### src/rtl/cla_nibble_seq_ctrl_if.sv
// Bundle between the ALU front-end, the nibble sequencer and the shared 4-bit CLA.
// master = front-end/datapath side, slave = sequencer.
interface cla_nibble_seq_ctrl_if #(
  parameter int WIDTH = 16
);
  logic             start;
  logic             ready;
  logic [WIDTH-1:0] op_a;
  logic [WIDTH-1:0] op_b;
  logic             cin;
  logic             sub;
  logic [3:0]       cla_a;
  logic [3:0]       cla_b;
  logic             cla_cin;
  logic [3:0]       cla_sum;
  logic             cla_cout;
  logic [WIDTH-1:0] result;
  logic             cout;
  logic             ovf;
  logic             done;
  logic             busy;

  modport master (
    output start, op_a, op_b, cin, sub, cla_sum, cla_cout,
    input  ready, cla_a, cla_b, cla_cin, result, cout, ovf, done, busy
  );

  modport slave (
    input  start, op_a, op_b, cin, sub, cla_sum, cla_cout,
    output ready, cla_a, cla_b, cla_cin, result, cout, ovf, done, busy
  );
endinterface

### src/rtl/cla_nibble_seq_ctrl.sv
// WIDTH-bit add/subtract built by feeding one external 4-bit CLA a nibble per
// clock, LSB first, and assembling the sum with carry-out and overflow flags.
module cla_nibble_seq_ctrl #(
  parameter int WIDTH = 16
) (
  input logic                 clk,
  input logic                 rst,
  cla_nibble_seq_ctrl_if.slave bus
);
  localparam int NIB  = WIDTH / 4;
  localparam int IDXW = (NIB > 1) ? $clog2(NIB) : 1;
  localparam logic [IDXW-1:0] LAST = IDXW'(NIB - 1);

  typedef enum logic [1:0] {IDLE, RUN, DONE} state_t;

  state_t           state_q, state_d;
  logic [IDXW-1:0]  idx_q, idx_d;
  logic [WIDTH-1:0] a_q, a_d;
  logic [WIDTH-1:0] b_q, b_d;
  logic [WIDTH-1:0] result_q, result_d;
  logic             carry_q, carry_d;
  logic             cout_q, cout_d;
  logic             ovf_q, ovf_d;
  logic [3:0]       nibA, nibB;
  logic             nibCin;

  // Next-state and adder drive; b_q already holds ~op_b for subtraction.
  always_comb begin
    state_d  = state_q;
    idx_d    = idx_q;
    a_d      = a_q;
    b_d      = b_q;
    result_d = result_q;
    carry_d  = carry_q;
    cout_d   = cout_q;
    ovf_d    = ovf_q;
    nibA     = 4'h0;
    nibB     = 4'h0;
    nibCin   = 1'b0;

    unique case (state_q)
      IDLE: begin
        if (bus.start) begin
          a_d      = bus.op_a;
          b_d      = bus.sub ? ~bus.op_b : bus.op_b;
          carry_d  = bus.sub ? 1'b1 : bus.cin;
          idx_d    = '0;
          result_d = '0;
          state_d  = RUN;
        end
      end
      RUN: begin
        nibA   = a_q[{idx_q, 2'b00} +: 4];
        nibB   = b_q[{idx_q, 2'b00} +: 4];
        nibCin = carry_q;
        result_d[{idx_q, 2'b00} +: 4] = bus.cla_sum;
        carry_d = bus.cla_cout;
        if (idx_q == LAST) begin
          cout_d  = bus.cla_cout;
          ovf_d   = (a_q[WIDTH-1] == b_q[WIDTH-1]) && (bus.cla_sum[3] != a_q[WIDTH-1]);
          state_d = DONE;
        end else begin
          idx_d = idx_q + 1'b1;
        end
      end
      DONE: begin
        state_d = IDLE;
      end
      default: begin
        state_d = IDLE;
      end
    endcase
  end

  always_ff @(posedge clk) begin
    if (rst) begin
      state_q  <= IDLE;
      idx_q    <= '0;
      a_q      <= '0;
      b_q      <= '0;
      result_q <= '0;
      carry_q  <= 1'b0;
      cout_q   <= 1'b0;
      ovf_q    <= 1'b0;
    end else begin
      state_q  <= state_d;
      idx_q    <= idx_d;
      a_q      <= a_d;
      b_q      <= b_d;
      result_q <= result_d;
      carry_q  <= carry_d;
      cout_q   <= cout_d;
      ovf_q    <= ovf_d;
    end
  end

  assign bus.ready   = (state_q == IDLE);
  assign bus.busy    = (state_q == RUN) || (state_q == DONE);
  assign bus.done    = (state_q == DONE);
  assign bus.cla_a   = nibA;
  assign bus.cla_b   = nibB;
  assign bus.cla_cin = nibCin;
  assign bus.result  = result_q;
  assign bus.cout    = cout_q;
  assign bus.ovf     = ovf_q;
endmodule

### src/flat_wrapper.sv
// flat-port wrapper written by rule: the top's interface ports become plain ports
module cla_nibble_seq_ctrl_flat 
#(
  parameter int WIDTH = 16
)
  (clk, rst, bus_start, bus_op_a, bus_op_b, bus_cin, bus_sub, bus_cla_sum, bus_cla_cout, bus_ready, bus_cla_a, bus_cla_b, bus_cla_cin, bus_result, bus_cout, bus_ovf, bus_done, bus_busy);
  cla_nibble_seq_ctrl_if #(.WIDTH(WIDTH)) bus_i ();
  input logic clk;
  input logic rst;
  input wire logic [$bits(bus_i.start)-1:0] bus_start;
  input wire logic [$bits(bus_i.op_a)-1:0] bus_op_a;
  input wire logic [$bits(bus_i.op_b)-1:0] bus_op_b;
  input wire logic [$bits(bus_i.cin)-1:0] bus_cin;
  input wire logic [$bits(bus_i.sub)-1:0] bus_sub;
  input wire logic [$bits(bus_i.cla_sum)-1:0] bus_cla_sum;
  input wire logic [$bits(bus_i.cla_cout)-1:0] bus_cla_cout;
  output wire logic [$bits(bus_i.ready)-1:0] bus_ready;
  output wire logic [$bits(bus_i.cla_a)-1:0] bus_cla_a;
  output wire logic [$bits(bus_i.cla_b)-1:0] bus_cla_b;
  output wire logic [$bits(bus_i.cla_cin)-1:0] bus_cla_cin;
  output wire logic [$bits(bus_i.result)-1:0] bus_result;
  output wire logic [$bits(bus_i.cout)-1:0] bus_cout;
  output wire logic [$bits(bus_i.ovf)-1:0] bus_ovf;
  output wire logic [$bits(bus_i.done)-1:0] bus_done;
  output wire logic [$bits(bus_i.busy)-1:0] bus_busy;
  assign bus_i.start = bus_start;
  assign bus_i.op_a = bus_op_a;
  assign bus_i.op_b = bus_op_b;
  assign bus_i.cin = bus_cin;
  assign bus_i.sub = bus_sub;
  assign bus_i.cla_sum = bus_cla_sum;
  assign bus_i.cla_cout = bus_cla_cout;
  assign bus_ready = bus_i.ready;
  assign bus_cla_a = bus_i.cla_a;
  assign bus_cla_b = bus_i.cla_b;
  assign bus_cla_cin = bus_i.cla_cin;
  assign bus_result = bus_i.result;
  assign bus_cout = bus_i.cout;
  assign bus_ovf = bus_i.ovf;
  assign bus_done = bus_i.done;
  assign bus_busy = bus_i.busy;
  cla_nibble_seq_ctrl #(.WIDTH(WIDTH)) u_core (.clk(clk), .rst(rst), .bus(bus_i));
endmodule
### config.mk
export PLATFORM = sky130hd
export DESIGN_NAME = cla_nibble_seq_ctrl_flat
export DESIGN_NICKNAME = d
export VERILOG_FILES = /design/src/rtl/cla_nibble_seq_ctrl_if.sv /design/src/rtl/cla_nibble_seq_ctrl.sv /design/src/flat_wrapper.sv
export SDC_FILE = /design/constraint.sdc
export NUM_CORES = 1
export LEC_CHECK = 0
export BUFFER_PORTS_ARGS = -buffer_cell sky130_fd_sc_hd__buf_2
export CAP_MARGIN = 30
export CELL_PAD_IN_SITES_DETAIL_PLACEMENT = 0
export CELL_PAD_IN_SITES_GLOBAL_PLACEMENT = 2
export CORE_MARGIN = 10
export CORE_UTILIZATION = 34
export DETAILED_ROUTE_END_ITERATION = 8
export PLACE_DENSITY = 0.88
export SYNTH_ARGS = -nofsm -noshare
export SYNTH_HDL_FRONTEND = slang
export SYNTH_SLANG_ARGS = --single-unit
### constraint.sdc
create_clock -name clk -period 3.4 [get_ports clk]
set_input_delay 0.68 -clock clk [delete_from_list [all_inputs] [get_ports clk]]
set_output_delay 0.68 -clock clk [all_outputs]
set_load 0.01 [all_outputs]
==> metrics.csv <==
metric;value;unit
Leak;0.001321;uW
most used flip-flop cell after synthesis;dfxtp_1;
fmax;0.3800;GHz
GRT busiest layer;met2;
FF-to-FF End;u_core.bus.result[13];
ant diodes;0;
Net Count, Synth;360;
initial core utilization;0.3483;
Multi-input gate area;1531;um2
Synth Area per Inst;9.216;um2
port bufs;71;
met3 GRT Util;0.03382;
CTS tree;built;
share of the synthesized area in the top cell type;0.3866;
DRC viols;0;
CTS buffer count;5;
Setup crit end kind;primary output;
Sw Share;0.2943;
r2r setup slk;1270;ps
Req. time, crit path;2720;ps
vias;2325;
GRT Total Usage;0.1084;
Slew HR;0.5324;
final setup TNS;0;ps
share of total power in sequential cells;0.524;
placed instance area;3184;um2
CTS sink count;55;
Worst Max-Slew Pin Slew;701.4;ps
Die Y;111.5;um
crit path max fanout;23;
FP Rows;33;
post-CTS sizing;0;
nets@finish;417;
vias in the first global route;2399;
layout cells sized above 1;0.2807;
crit path max-delay cell type;ha_1;
die area;12440;um2
register area;1101;um2
Synth area leaders;dfxtp_1 (39%), mux4_2 (6.3%), a21oi_1 (6.0%);
GRT Residual Overflow;0;
Final Hold Viols;0;
WL final;7004;um
Post-Synthesis Cells;309;
Sw Pwr;394.9;uW
met1 usage;0.1365;
IO Pins;72;
initial antenna violation count;0;
part of the cycle the worst path needs;0.7741;
Reg2Reg Depth;5;
Area growth, synth to finish;15.03;%
CP max stage delay;610;ps
Worst VDD drop;0.1419;mV
Post-synth EDFFs;0;
core box area;8175;um2
CP Cell Sequence;inv_1 > ha_1 > buf_4 > and2_1 > buf_2;
met2 Use GR;0.1762;
clk_skew;7.374;ps
CP arrival;1950;ps
crit path from;u_core.state_q[1];
Yosys top cell by area;dfxtp_1;
routed length per placed instance;14.84;um
post-layout min period;2632;ps
asr flop ratio synth;0;
via density per instance;4.926;
pin count of the biggest net entering global routing;49;
power density over the cells;409.6;nW/um2
Bufs on Longest Clock Path;2;
RSZ-0062 raised after global routing;no;
setup slack after layout;768.1;ps
CTS root buf;clkbuf_8;
status;complete, no violations;
DRT iter0 DRCs;64;
number of library cell types mapped by synthesis;42;
Setup CP Type;reg2out;
first-pass GRT wire length;11530;um
Final Setup Violations;0;
most frequent cell after synthesis;dfxtp_1;
Worst setup endpoint;bus_cla_b[3];
DP HPWL;5238;um
Post-Syn Area;2848;um2
Yosys warnings;0;
RD Place Congestion;0.7426;
max cap viols;0;
Hold Path Class;reg2reg;
fraction of the yosys area taken by sequential cells;0.3866;
Logic pwr share;0.196;
Fill cells;876;
post-route ant nets;0;
CP startpoint kind;register;
CTS clk-pin slew, worst paths;100;ps
Post-CTS Hold Fix Bufs;0;
Synth top cells by count;dfxtp_1 (55), nand2_1 (35), a21oi_1 (34), nor2_1 (21), o21ai_0 (19);
reg2reg start;u_core.idx_q[1];
Setup Fix Bufs, Post-CTS;0;
H-tree level count;2;
Worst-Skew Late Latency;310;ps
post-route cell area;3276;um2
pre-CTS setup slack;1104;ps
die width;111.5;um
Clk pwr share;0.280;
Pint;946.8;uW
Final Max Tran Viols;0;
length of the first detailed-routing pass in iterations;4;
synthesized flop and latch total;55;
## final cells by class
cell class	count	share of cell area
multi-input combinational	223	0.4675
sequential	55	0.3361
timing repair buffer	75	0.1215
tap	105	0.04011
clock buffer	5	0.02101
clock inverter	3	0.006875
inverter	6	0.006875
## cells by family after synthesis
family                     synth area share
AOI/OAI and AO/OA                    0.1621
muxes                               0.07996
xor gates and xnor gates            0.04921
buffers and inverters               0.07557
and+or+nand+nor                      0.2069
DFF                                  0.3866
adders and majority gates           0.03954
## registers in the layout, summed over array words and instances, names as in the netlist
| name | cells |
|---|---|
| u_core.bus.ovf | 1 |
| u_core.carry_q | 1 |
| u_core.b_q | 16 |
| u_core.bus.cout | 1 |
| u_core.state_q | 2 |
| u_core.a_q | 16 |
| u_core.idx_q | 2 |
| u_core.bus.result | 16 |
## critical path, delay by kind of cell (launching register included)
kind | cells | cell delay, ps
adders and majority gates | 1 | 610
buffers and inverters | 3 | 540
DFF | 1 | 330
and+or+nand+nor | 1 | 160
## metal layers
layer,vias to the layer above,share of wire
li1,1210,-
met5,-,0
met4,0,0.0046
met3,2,0.049
met1,1062,0.49
met2,51,0.46
## per-stage QoR
step / hold slack, ps / total power (uW) / util / std cells
floorplan: 433.1 / 926.7 / - / 309
global placement: 440.2 / 977.5 / 0.3871 / 463
detailed placement: 448.5 / 984.0 / 0.3895 / 464
CTS: 464.4 / 1367 / 0.4007 / 472
global route: 483.0 / 1421 / 0.4007 / 472
finish: 458.4 / 1342 / 0.4007 / 472
## worst min-delay path by stage
stage / startpoint / to / depth (start not counted)
after detailed placement: u_core.a_q[10] / u_core.a_q[10] / 2
after CTS: u_core.a_q[10] / u_core.a_q[10] / 2
final: u_core.a_q[10] / u_core.a_q[10] / 2
after global placement: u_core.a_q[11] / u_core.a_q[11] / 2
after floorplan: u_core.a_q[10] / u_core.a_q[10] / 2
after global routing: u_core.a_q[8] / u_core.a_q[8] / 2
## cell usage in the layout, fill, tap and decap left out, types with 2 or more instances in the layout
cell and n:
inv_6 2, or2b_1 2, nor2b_1 6, clkbuf_8 5, nor3b_1 3, nor2_1 21
a211oi_1 17, a21oi_1 34, and2_1 10, and4bb_2 2, inv_1 6, and3_1 4
o21ai_0 19, mux4_2 8, dfxtp_1 55, xnor2_1 16, nand4_1 18, buf_4 3
a211oi_2 2, nand2_1 35, buf_2 71, ha_1 9
## power groups by stage
stage          registers (uW)  clock network (uW)  logic, uW
2_1_floorplan             712                   0        214
3_3_place_gp              717                   0        261
3_5_place_dp              718                   0        266
4_1_cts                   703                 397        267
5_1_grt                   708                 418        294
6_report                  703                 376        263
(Power assumes the default switching activity.)
